## config.mk

```make
export PLATFORM = sky130hd
export DESIGN_NAME = stack_control_unit
export DESIGN_NICKNAME = d
export VERILOG_FILES = /design/src/rtl/stack_ctrl_pkg.sv /design/src/rtl/stack_ctrl_decode.sv /design/src/rtl/stack_control_unit.sv
export SDC_FILE = /design/constraint.sdc
export NUM_CORES = 1
export LEC_CHECK = 0
export ABC_AREA = 1
export ABC_CLOCK_PERIOD_IN_PS = 1960
export BUFFER_PORTS_ARGS = -buffer_cell sky130_fd_sc_hd__buf_2
export CAP_MARGIN = 20
export CORE_MARGIN = 5
export CORE_UTILIZATION = 48
export CTS_BUF_LIST = sky130_fd_sc_hd__clkbuf_8
export CTS_CLUSTER_SIZE = 25
export DETAILED_ROUTE_END_ITERATION = 7
export GPL_ROUTABILITY_DRIVEN = 0
export HOLD_SLACK_MARGIN = 0.03
export PLACE_DENSITY = 0.75
export SLEW_MARGIN = 20
export SYNTH_ARGS = -nofsm -noshare
export SYNTH_HDL_FRONTEND = slang
export SYNTH_SLANG_ARGS = --single-unit
```

## constraint.sdc

```tcl
create_clock -name CLK -period 1.96 [get_ports CLK]
set_clock_uncertainty 0.2 [all_clocks]
set_input_delay 0.196 -clock CLK [delete_from_list [all_inputs] [get_ports CLK]]
set_output_delay 0.196 -clock CLK [all_outputs]
set_load 0.005 [all_outputs]
```

## src/rtl/stack_ctrl_pkg.sv

```systemverilog
// stack_ctrl_pkg: shared states, opcodes, mux encodings and control vector for the stack control unit
package stack_ctrl_pkg;

    typedef enum logic [3:0] {
        INIT, FETCH, DECODE, ODPP, PUSH, ALU, DROP, BRZ, JMP, CALL, RET, HALT, TRAP
    } state_t;

    localparam logic [3:0] OP_NOP  = 4'h0;
    localparam logic [3:0] OP_PUSH = 4'h1;
    localparam logic [3:0] OP_ADD  = 4'h2;
    localparam logic [3:0] OP_SUB  = 4'h3;
    localparam logic [3:0] OP_AND  = 4'h4;
    localparam logic [3:0] OP_OR   = 4'h5;
    localparam logic [3:0] OP_DROP = 4'h6;
    localparam logic [3:0] OP_BRZ  = 4'h7;
    localparam logic [3:0] OP_JMP  = 4'h8;
    localparam logic [3:0] OP_CALL = 4'h9;
    localparam logic [3:0] OP_RET  = 4'hA;
    localparam logic [3:0] OP_HALT = 4'hF;

    localparam logic [3:0] ALU_NONE = 4'b0000;
    localparam logic [3:0] ALU_ADD  = 4'b0001;
    localparam logic [3:0] ALU_SUB  = 4'b0010;
    localparam logic [3:0] ALU_AND  = 4'b0011;
    localparam logic [3:0] ALU_OR   = 4'b0100;

    localparam logic [1:0] PC_NEXT   = 2'b00;
    localparam logic [1:0] PC_BRANCH = 2'b01;
    localparam logic [1:0] PC_RSTACK = 2'b10;

    localparam logic [1:0] SP_HOLD = 2'b00;
    localparam logic [1:0] SP_INC  = 2'b01;
    localparam logic [1:0] SP_DEC  = 2'b10;

    localparam logic [1:0] MA_PC     = 2'b00;
    localparam logic [1:0] MA_RSTACK = 2'b01;

    localparam logic [2:0] TR_ALU  = 3'b001;
    localparam logic [2:0] TR_PUSH = 3'b011;
    localparam logic [2:0] B_TOP   = 3'b000;

    typedef struct packed {
        logic [1:0] pc_src;
        logic [1:0] rp_inc;
        logic       pc_enable;
        logic [1:0] mem_addr;
        logic       mem_data;
        logic       mem_write;
        logic       ir_write;
        logic [2:0] tr_src;
        logic [1:0] dp_inc;
        logic       reg_write;
        logic       tr_write;
        logic [2:0] b_src;
        logic       b_write;
        logic       alu_src;
        logic [3:0] alu_op;
        logic       halted;
        logic       trap;
    } ctrl_t;

    function automatic logic [3:0] alu_op_of(input logic [3:0] op);
        return op == OP_ADD ? ALU_ADD : op == OP_SUB ? ALU_SUB :
               op == OP_AND ? ALU_AND : op == OP_OR ? ALU_OR : ALU_NONE;
    endfunction

endpackage

```

## src/rtl/stack_ctrl_decode.sv

```systemverilog
// stack_ctrl_decode: maps FSM state, latched opcode and flags onto the datapath control vector
module stack_ctrl_decode
    import stack_ctrl_pkg::*;
#(
    parameter int OPCODE_W = 4
) (
    input  state_t              state,
    input  logic                run,
    input  logic [OPCODE_W-1:0] op,
    input  logic                is_zero,
    output ctrl_t               ctrl
);

    // per-state control vector on top of the default (only b_write set)
    always_comb begin
        ctrl = '0;
        ctrl.b_write = 1'b1;
        case (state)
            INIT: ctrl = '0;
            FETCH: begin
                ctrl.mem_addr  = MA_PC;
                ctrl.pc_src    = PC_NEXT;
                ctrl.ir_write  = run;
                ctrl.pc_enable = run;
            end
            DECODE: ctrl.b_src = B_TOP;
            ODPP: begin
                ctrl.dp_inc  = SP_INC;
                ctrl.b_write = 1'b0;
            end
            PUSH: begin
                ctrl.reg_write = 1'b1;
                ctrl.tr_src    = TR_PUSH;
                ctrl.tr_write  = 1'b1;
            end
            ALU: begin
                ctrl.dp_inc   = SP_DEC;
                ctrl.tr_src   = TR_ALU;
                ctrl.tr_write = 1'b1;
                ctrl.alu_src  = 1'b1;
                ctrl.alu_op   = alu_op_of(op);
            end
            DROP: ctrl.dp_inc = SP_DEC;
            BRZ: begin
                ctrl.pc_src    = PC_BRANCH;
                ctrl.pc_enable = is_zero;
                ctrl.dp_inc    = SP_DEC;
            end
            JMP: begin
                ctrl.pc_src    = PC_BRANCH;
                ctrl.pc_enable = 1'b1;
            end
            CALL: begin
                ctrl.rp_inc    = SP_INC;
                ctrl.mem_addr  = MA_RSTACK;
                ctrl.mem_data  = 1'b1;
                ctrl.mem_write = 1'b1;
            end
            RET: begin
                ctrl.rp_inc    = SP_DEC;
                ctrl.pc_src    = PC_RSTACK;
                ctrl.pc_enable = 1'b1;
            end
            HALT: begin
                ctrl = '0;
                ctrl.halted = 1'b1;
            end
            TRAP: begin
                ctrl = '0;
                ctrl.halted = 1'b1;
                ctrl.trap   = 1'b1;
            end
            default: ctrl = '0;
        endcase
    end

endmodule

```

## src/rtl/stack_control_unit.sv

```systemverilog
// stack_control_unit: multicycle FSM sequencing the stack datapath, with run gating, traps and a retired count
module stack_control_unit
    import stack_ctrl_pkg::*;
#(
    parameter int OPCODE_W = 4,
    parameter int ICOUNT_W = 16
) (
    input  logic                CLK,
    input  logic                reset_n,
    input  logic                run,
    input  logic [OPCODE_W-1:0] opcode,
    input  logic                isZero,
    input  logic                ovfl,
    output logic [1:0]          pc_src,
    output logic [1:0]          rp_inc,
    output logic                pc_enable,
    output logic [1:0]          mem_addr,
    output logic                mem_data,
    output logic                mem_write,
    output logic                ir_write,
    output logic [2:0]          tr_src,
    output logic [1:0]          dp_inc,
    output logic                reg_write,
    output logic                tr_write,
    output logic [2:0]          b_src,
    output logic                b_write,
    output logic                alu_src,
    output logic [3:0]          alu_op,
    output logic                halted,
    output logic                trap,
    output logic [ICOUNT_W-1:0] icount
);

    state_t              state, nxt;
    logic [OPCODE_W-1:0] op_q;
    ctrl_t               ctrl;

    // next state; DECODE dispatches on the live opcode, HALT and TRAP hold until reset
    always_comb begin
        nxt = state;
        case (state)
            INIT:   nxt = FETCH;
            FETCH:  nxt = run ? DECODE : FETCH;
            DECODE: begin
                case (opcode)
                    OP_NOP:                          nxt = FETCH;
                    OP_PUSH:                         nxt = ODPP;
                    OP_ADD, OP_SUB, OP_AND, OP_OR:   nxt = ALU;
                    OP_DROP:                         nxt = DROP;
                    OP_BRZ:                          nxt = BRZ;
                    OP_JMP:                          nxt = JMP;
                    OP_CALL:                         nxt = CALL;
                    OP_RET:                          nxt = RET;
                    OP_HALT:                         nxt = HALT;
                    default:                         nxt = TRAP;
                endcase
            end
            ODPP:                 nxt = PUSH;
            ALU:                  nxt = ovfl ? TRAP : FETCH;
            CALL:                 nxt = JMP;
            PUSH, DROP, BRZ, JMP, RET: nxt = FETCH;
            default:              nxt = state;
        endcase
    end

    // state, opcode latch and retired count; an instruction retires on its return to FETCH
    always_ff @(posedge CLK or negedge reset_n) begin
        if (!reset_n) begin
            state  <= INIT;
            op_q   <= '0;
            icount <= '0;
        end else begin
            state <= nxt;
            if (state == DECODE) op_q <= opcode;
            if (nxt == FETCH && state != INIT && state != FETCH) icount <= icount + 1'b1;
        end
    end

    stack_ctrl_decode #(.OPCODE_W(OPCODE_W)) u_decode (
        .state   (state),
        .run     (run),
        .op      (op_q),
        .is_zero (isZero),
        .ctrl    (ctrl)
    );

    assign pc_src    = ctrl.pc_src;
    assign rp_inc    = ctrl.rp_inc;
    assign pc_enable = ctrl.pc_enable;
    assign mem_addr  = ctrl.mem_addr;
    assign mem_data  = ctrl.mem_data;
    assign mem_write = ctrl.mem_write;
    assign ir_write  = ctrl.ir_write;
    assign tr_src    = ctrl.tr_src;
    assign dp_inc    = ctrl.dp_inc;
    assign reg_write = ctrl.reg_write;
    assign tr_write  = ctrl.tr_write;
    assign b_src     = ctrl.b_src;
    assign b_write   = ctrl.b_write;
    assign alu_src   = ctrl.alu_src;
    assign alu_op    = ctrl.alu_op;
    assign halted    = ctrl.halted;
    assign trap      = ctrl.trap;

endmodule

```

==> impl_table.tex <==
\begin{tabular}{lr}
\hline
Metric & Value \\
\hline
\multicolumn{2}{l}{\textbf{Drt}} \\
\quad DR WL/cell & 12.6 microns \\
\quad Via count & 1894 \\
\quad Post-route ant nets & 0 \\
\quad Number of vias per cell after detailed routing & 4.97 \\
\quad Total DRC errors in the routed layout & 0 \\
\quad Iteration-0 DRC count of the detailed router & 109 \\
\quad DRT Wirelength & 4790 microns \\
\quad Pre-antenna DRT Iters & 4 \\
\multicolumn{2}{l}{\textbf{Cells and area}} \\
\quad Antenna diode count & 0 \\
\quad Final layout net count & 344 \\
\quad Filler cells & 317 \\
\quad Ratio of cells with drive above 1 in the final layout & 41.1\% \\
\quad Sequential cell area & 606 sq um \\
\quad Total area of multi-input combinational cells & 0.00111 sq mm \\
\quad Layout overhead on the synthesized area & 41.6\% \\
\multicolumn{2}{l}{\textbf{Synth}} \\
\quad YS warnings & 0 \\
\quad Fraction of registers with async set or reset after synthesis & 100\% \\
\quad Number of flops mapped to enable cells by yosys & 0 \\
\quad Area share of the leading cell type in the synthesized netlist & 33.9\% \\
\quad Main area contributors after synthesis & sky130\_fd\_sc\_hd\_\_dfrtp\_1, sky130\_fd\_sc\_hd\_\_nand2\_1, sky130\_fd\_sc\_hd\_\_nand3\_1, sky130\_fd\_sc\_hd\_\_inv\_1, sky130\_fd\_sc\_hd\_\_buf\_4 \\
\quad Flip-flop cell with the highest count after synthesis & sky130\_fd\_sc\_hd\_\_dfrtp\_1 \\
\quad Register bit total from synthesis & 24 \\
\quad Leading cell type by number of instances after synthesis & sky130\_fd\_sc\_hd\_\_nand2\_1 \\
\quad Library cells used by synthesis & 24 \\
\quad Synth Instances & 267 \\
\quad Sequential cell area fraction in the yosys report & 33.9\% \\
\quad Commonest cells in the synthesized netlist & sky130\_fd\_sc\_hd\_\_nand2\_1, sky130\_fd\_sc\_hd\_\_inv\_1, sky130\_fd\_sc\_hd\_\_nor2\_1 \\
\quad Area leader, netlist & sky130\_fd\_sc\_hd\_\_dfrtp\_1 \\
\quad Syn\_area\_per\_cell & 6.63 sq um \\
\quad Post-synthesis cell area & 0.00177 sq mm \\
\multicolumn{2}{l}{\textbf{Power}} \\
\quad Standby leakage power & 1.37 nW \\
\quad Pwr dens & 390 mW/mm\^{}2 \\
\quad Peak supply drop & 312 uV \\
\multicolumn{2}{l}{\textbf{STA}} \\
\quad Highest clock frequency the design can meet & 515 MHz \\
\quad Final worst setup slack & 17.3 ps \\
\quad Crit path time final & 1940 ps \\
\quad Max-Slew Margin vs Limit & 63.5\% \\
\quad Measured slew at the worst slew-check pin & 548 ps \\
\quad Max Slew Vio Count & 0 \\
\quad Setup repair after global routing missed its margin & true \\
\quad Hold violation count in the final report & 0 \\
\quad Setup violators final & 0 \\
\quad Sum of negative setup slack & 0 ps \\
\quad Final worst-path cycle share & 99.1\% \\
\multicolumn{2}{l}{\textbf{Worst setup path}} \\
\quad Required time of the critical path & 1930 ps \\
\quad Path depth of the worst reg2reg path & 13 \\
\quad Category of the most critical setup path & flip-flop to flip-flop \\
\quad Capturing element type of the critical path & flip-flop \\
\quad Startpoint kind of the worst setup timing path & flip-flop \\
\quad FF-to-FF setup slack & 20 ps \\
\quad Crit Reg-Reg Startpoint & state[0] \\
\quad Arrival time at the worst endpoint & 1920 ps \\
\quad Critical-path maximum fanout & 8 \\
\quad R2R Path End & icount[9] \\
\multicolumn{2}{l}{\textbf{Placement}} \\
\quad Count of port buffers added during placement & 46 \\
\quad Setup WS pre-CTS & -81.1 ps \\
\quad HPWL after DPL & 3250 microns \\
\multicolumn{2}{l}{\textbf{Floorplanning}} \\
\quad Die Outline Area & 0.00500 sq mm \\
\quad Vertical die dimension & 70.7 microns \\
\quad Ports placed on the boundary & 53 \\
\quad Area of the placeable core & 0.00361 sq mm \\
\quad Row Count & 22 \\
\quad Starting density of the core & 49.1\% \\
\quad Horizontal extent of the die & 70.7 microns \\
\multicolumn{2}{l}{\textbf{Global routing}} \\
\quad Antenna violations before repair & 0 \\
\quad Pin count of the biggest net entering global routing & 25 \\
\quad Via count of the first global-routing pass & 1762 \\
\quad Total global routing track utilization & 17.4\% \\
\quad Global-route wire length before repair & 7380 microns \\
\quad Global-route congestion overflow total & 0 \\
\multicolumn{2}{l}{\textbf{Run}} \\
\quad Max Cap Viol & 0 \\
\multicolumn{2}{l}{\textbf{CTS}} \\
\quad Clock buffer count from CTS & 3 \\
\quad Buffer levels on the longest clock path & 2 \\
\quad Total number of clock tree sinks & 24 \\
\quad Root buffer cell & sky130\_fd\_sc\_hd\_\_clkbuf\_8 \\
\quad H-tree levels & 1 \\
\quad Clock slew at reported path FFs & 90 ps \\
\quad Worst-skew pair later-pin latency & 270 ps \\
\quad CTS tree & done \\
\multicolumn{2}{l}{\textbf{Outcome}} \\
\quad Status & completed \\
\multicolumn{2}{l}{\textbf{Worst hold path}} \\
\quad Hold Startpoint & opcode[1] \\
\quad Number of stages on the worst hold path & 3 \\
\quad Classification of the worst-slack hold path & primary input to flip-flop \\
\quad End point of the most critical hold path & op\_q[1] \\
\hline
\end{tabular}
==> flip-flops by register name, indices dropped and copies added (netlist names) <==
| name | flops |
|---|---|
| op_q | 4 |
| icount | 16 |
| state | 4 |
==> routing by layer <==
metal	vias to the layer above	track usage, %	routed length, microns
met3	6	3.13	361
met5	-	0	0
met4	0	3.76	60
met2	75	30.7	2440
li1	944	-	-
met1	869	22.1	1930
==> through the flow <==
stage	hold slack (ps)	instances	util, %	power (mW)	cell area (sq um)
floorplan	-300	272	-	0.528	1790
global placement	13.6	366	58.0	0.543	2090
detailed placement	9.68	366	58.0	0.543	2090
CTS	32.5	374	61.5	0.981	2220
global route	56.0	381	69.5	1.01	2510
finish	32.1	381	69.5	0.977	2510
==> logic make-up (layout without fill, tap and decap cells) <==
group | Yosys count | in the layout | synth area share (%)
flip-flops | 24 | 24 | 33.9
buffers and inverters | 52 | 113 | 14.5
XOR/XNOR | 11 | 11 | 5.44
adder cells (fa/ha/maj) | 1 | 1 | 0.707
other | 1 | 6 | 0.212
AO/OA/AOI/OAI | 9 | 9 | 2.69
AND/OR/NAND/NOR | 169 | 169 | 42.5
==> how the worst max path moves through the flow <==
stage | slack, ps | endpoint | from
after CTS | 3 | icount[6] | opcode[3]
after global placement | -70 | icount[6] | state[0]
after detailed placement | -80 | icount[0] | state[0]
final | 20 | icount[9] | state[0]
after global routing | -70 | icount[8] | state[0]
after floorplan | 50 | icount[12] | icount[0]
==> power breakdown <==
group          total (mW)  internal [mW]  switching [mW]
Clock               0.439          0.273           0.165
Combinational      0.0441         0.0143          0.0298
Sequential          0.495          0.495               0
Total               0.977          0.782           0.195
==> worst max-delay path, stage by stage (launching register included) <==
cell                        delay [ps]
sky130_fd_sc_hd__dfrtp_2           510
sky130_fd_sc_hd__inv_2             100
sky130_fd_sc_hd__nand2_2            60
sky130_fd_sc_hd__nor2_2            180
sky130_fd_sc_hd__nand2_1           110
sky130_fd_sc_hd__nand2_2           100
sky130_fd_sc_hd__nor2_4             40
sky130_fd_sc_hd__nand2_2            90
sky130_fd_sc_hd__inv_1              60
sky130_fd_sc_hd__nand2_2            70
sky130_fd_sc_hd__nor2_4             50
sky130_fd_sc_hd__clkbuf_16         160
sky130_fd_sc_hd__nand3_1            80
sky130_fd_sc_hd__nand2_1            50
==> cell type report <==
type / count / area share [%]
multi-input combinational: 196 / 44.4
sequential: 24 / 24.2
timing repair buffer: 73 / 20.5
inverter: 36 / 5.69
tap: 48 / 2.40
clock buffer: 3 / 1.65
clock inverter: 1 / 1.20
==> cells in the final DEF, fill, tap and decap left out, types with 3 or more instances in the layout <==
cell type	n
sky130_fd_sc_hd__nand2_1	67
sky130_fd_sc_hd__buf_2	44
sky130_fd_sc_hd__inv_1	29
sky130_fd_sc_hd__nand2_2	24
sky130_fd_sc_hd__nand3_1	21
sky130_fd_sc_hd__buf_4	21
sky130_fd_sc_hd__dfrtp_1	20
sky130_fd_sc_hd__nor2_1	17
sky130_fd_sc_hd__nor2_4	8
sky130_fd_sc_hd__xor2_1	8
sky130_fd_sc_hd__nor3_1	6
sky130_fd_sc_hd__nor2_2	6
sky130_fd_sc_hd__nand3_2	6
sky130_fd_sc_hd__conb_1	6
sky130_fd_sc_hd__nand4_1	5
sky130_fd_sc_hd__inv_2	4
sky130_fd_sc_hd__o21ai_0	4
sky130_fd_sc_hd__dfrtp_2	4
sky130_fd_sc_hd__inv_4	3
sky130_fd_sc_hd__nand2_4	3
sky130_fd_sc_hd__a21oi_1	3
sky130_fd_sc_hd__nor3_2	3
sky130_fd_sc_hd__xnor2_1	3
sky130_fd_sc_hd__clkbuf_8	3
==> repair_timing <==
item                                    CTS  global route
endpoints found under the setup margin   16            18
setup buffers                             1             7
endpoints found under the hold margin    26             0
gates resized for setup                   3            63
hold buffers                              3             0
pin swaps                                 1            26
gates cloned                              0             2
Power figures use the tool's default switching activity.
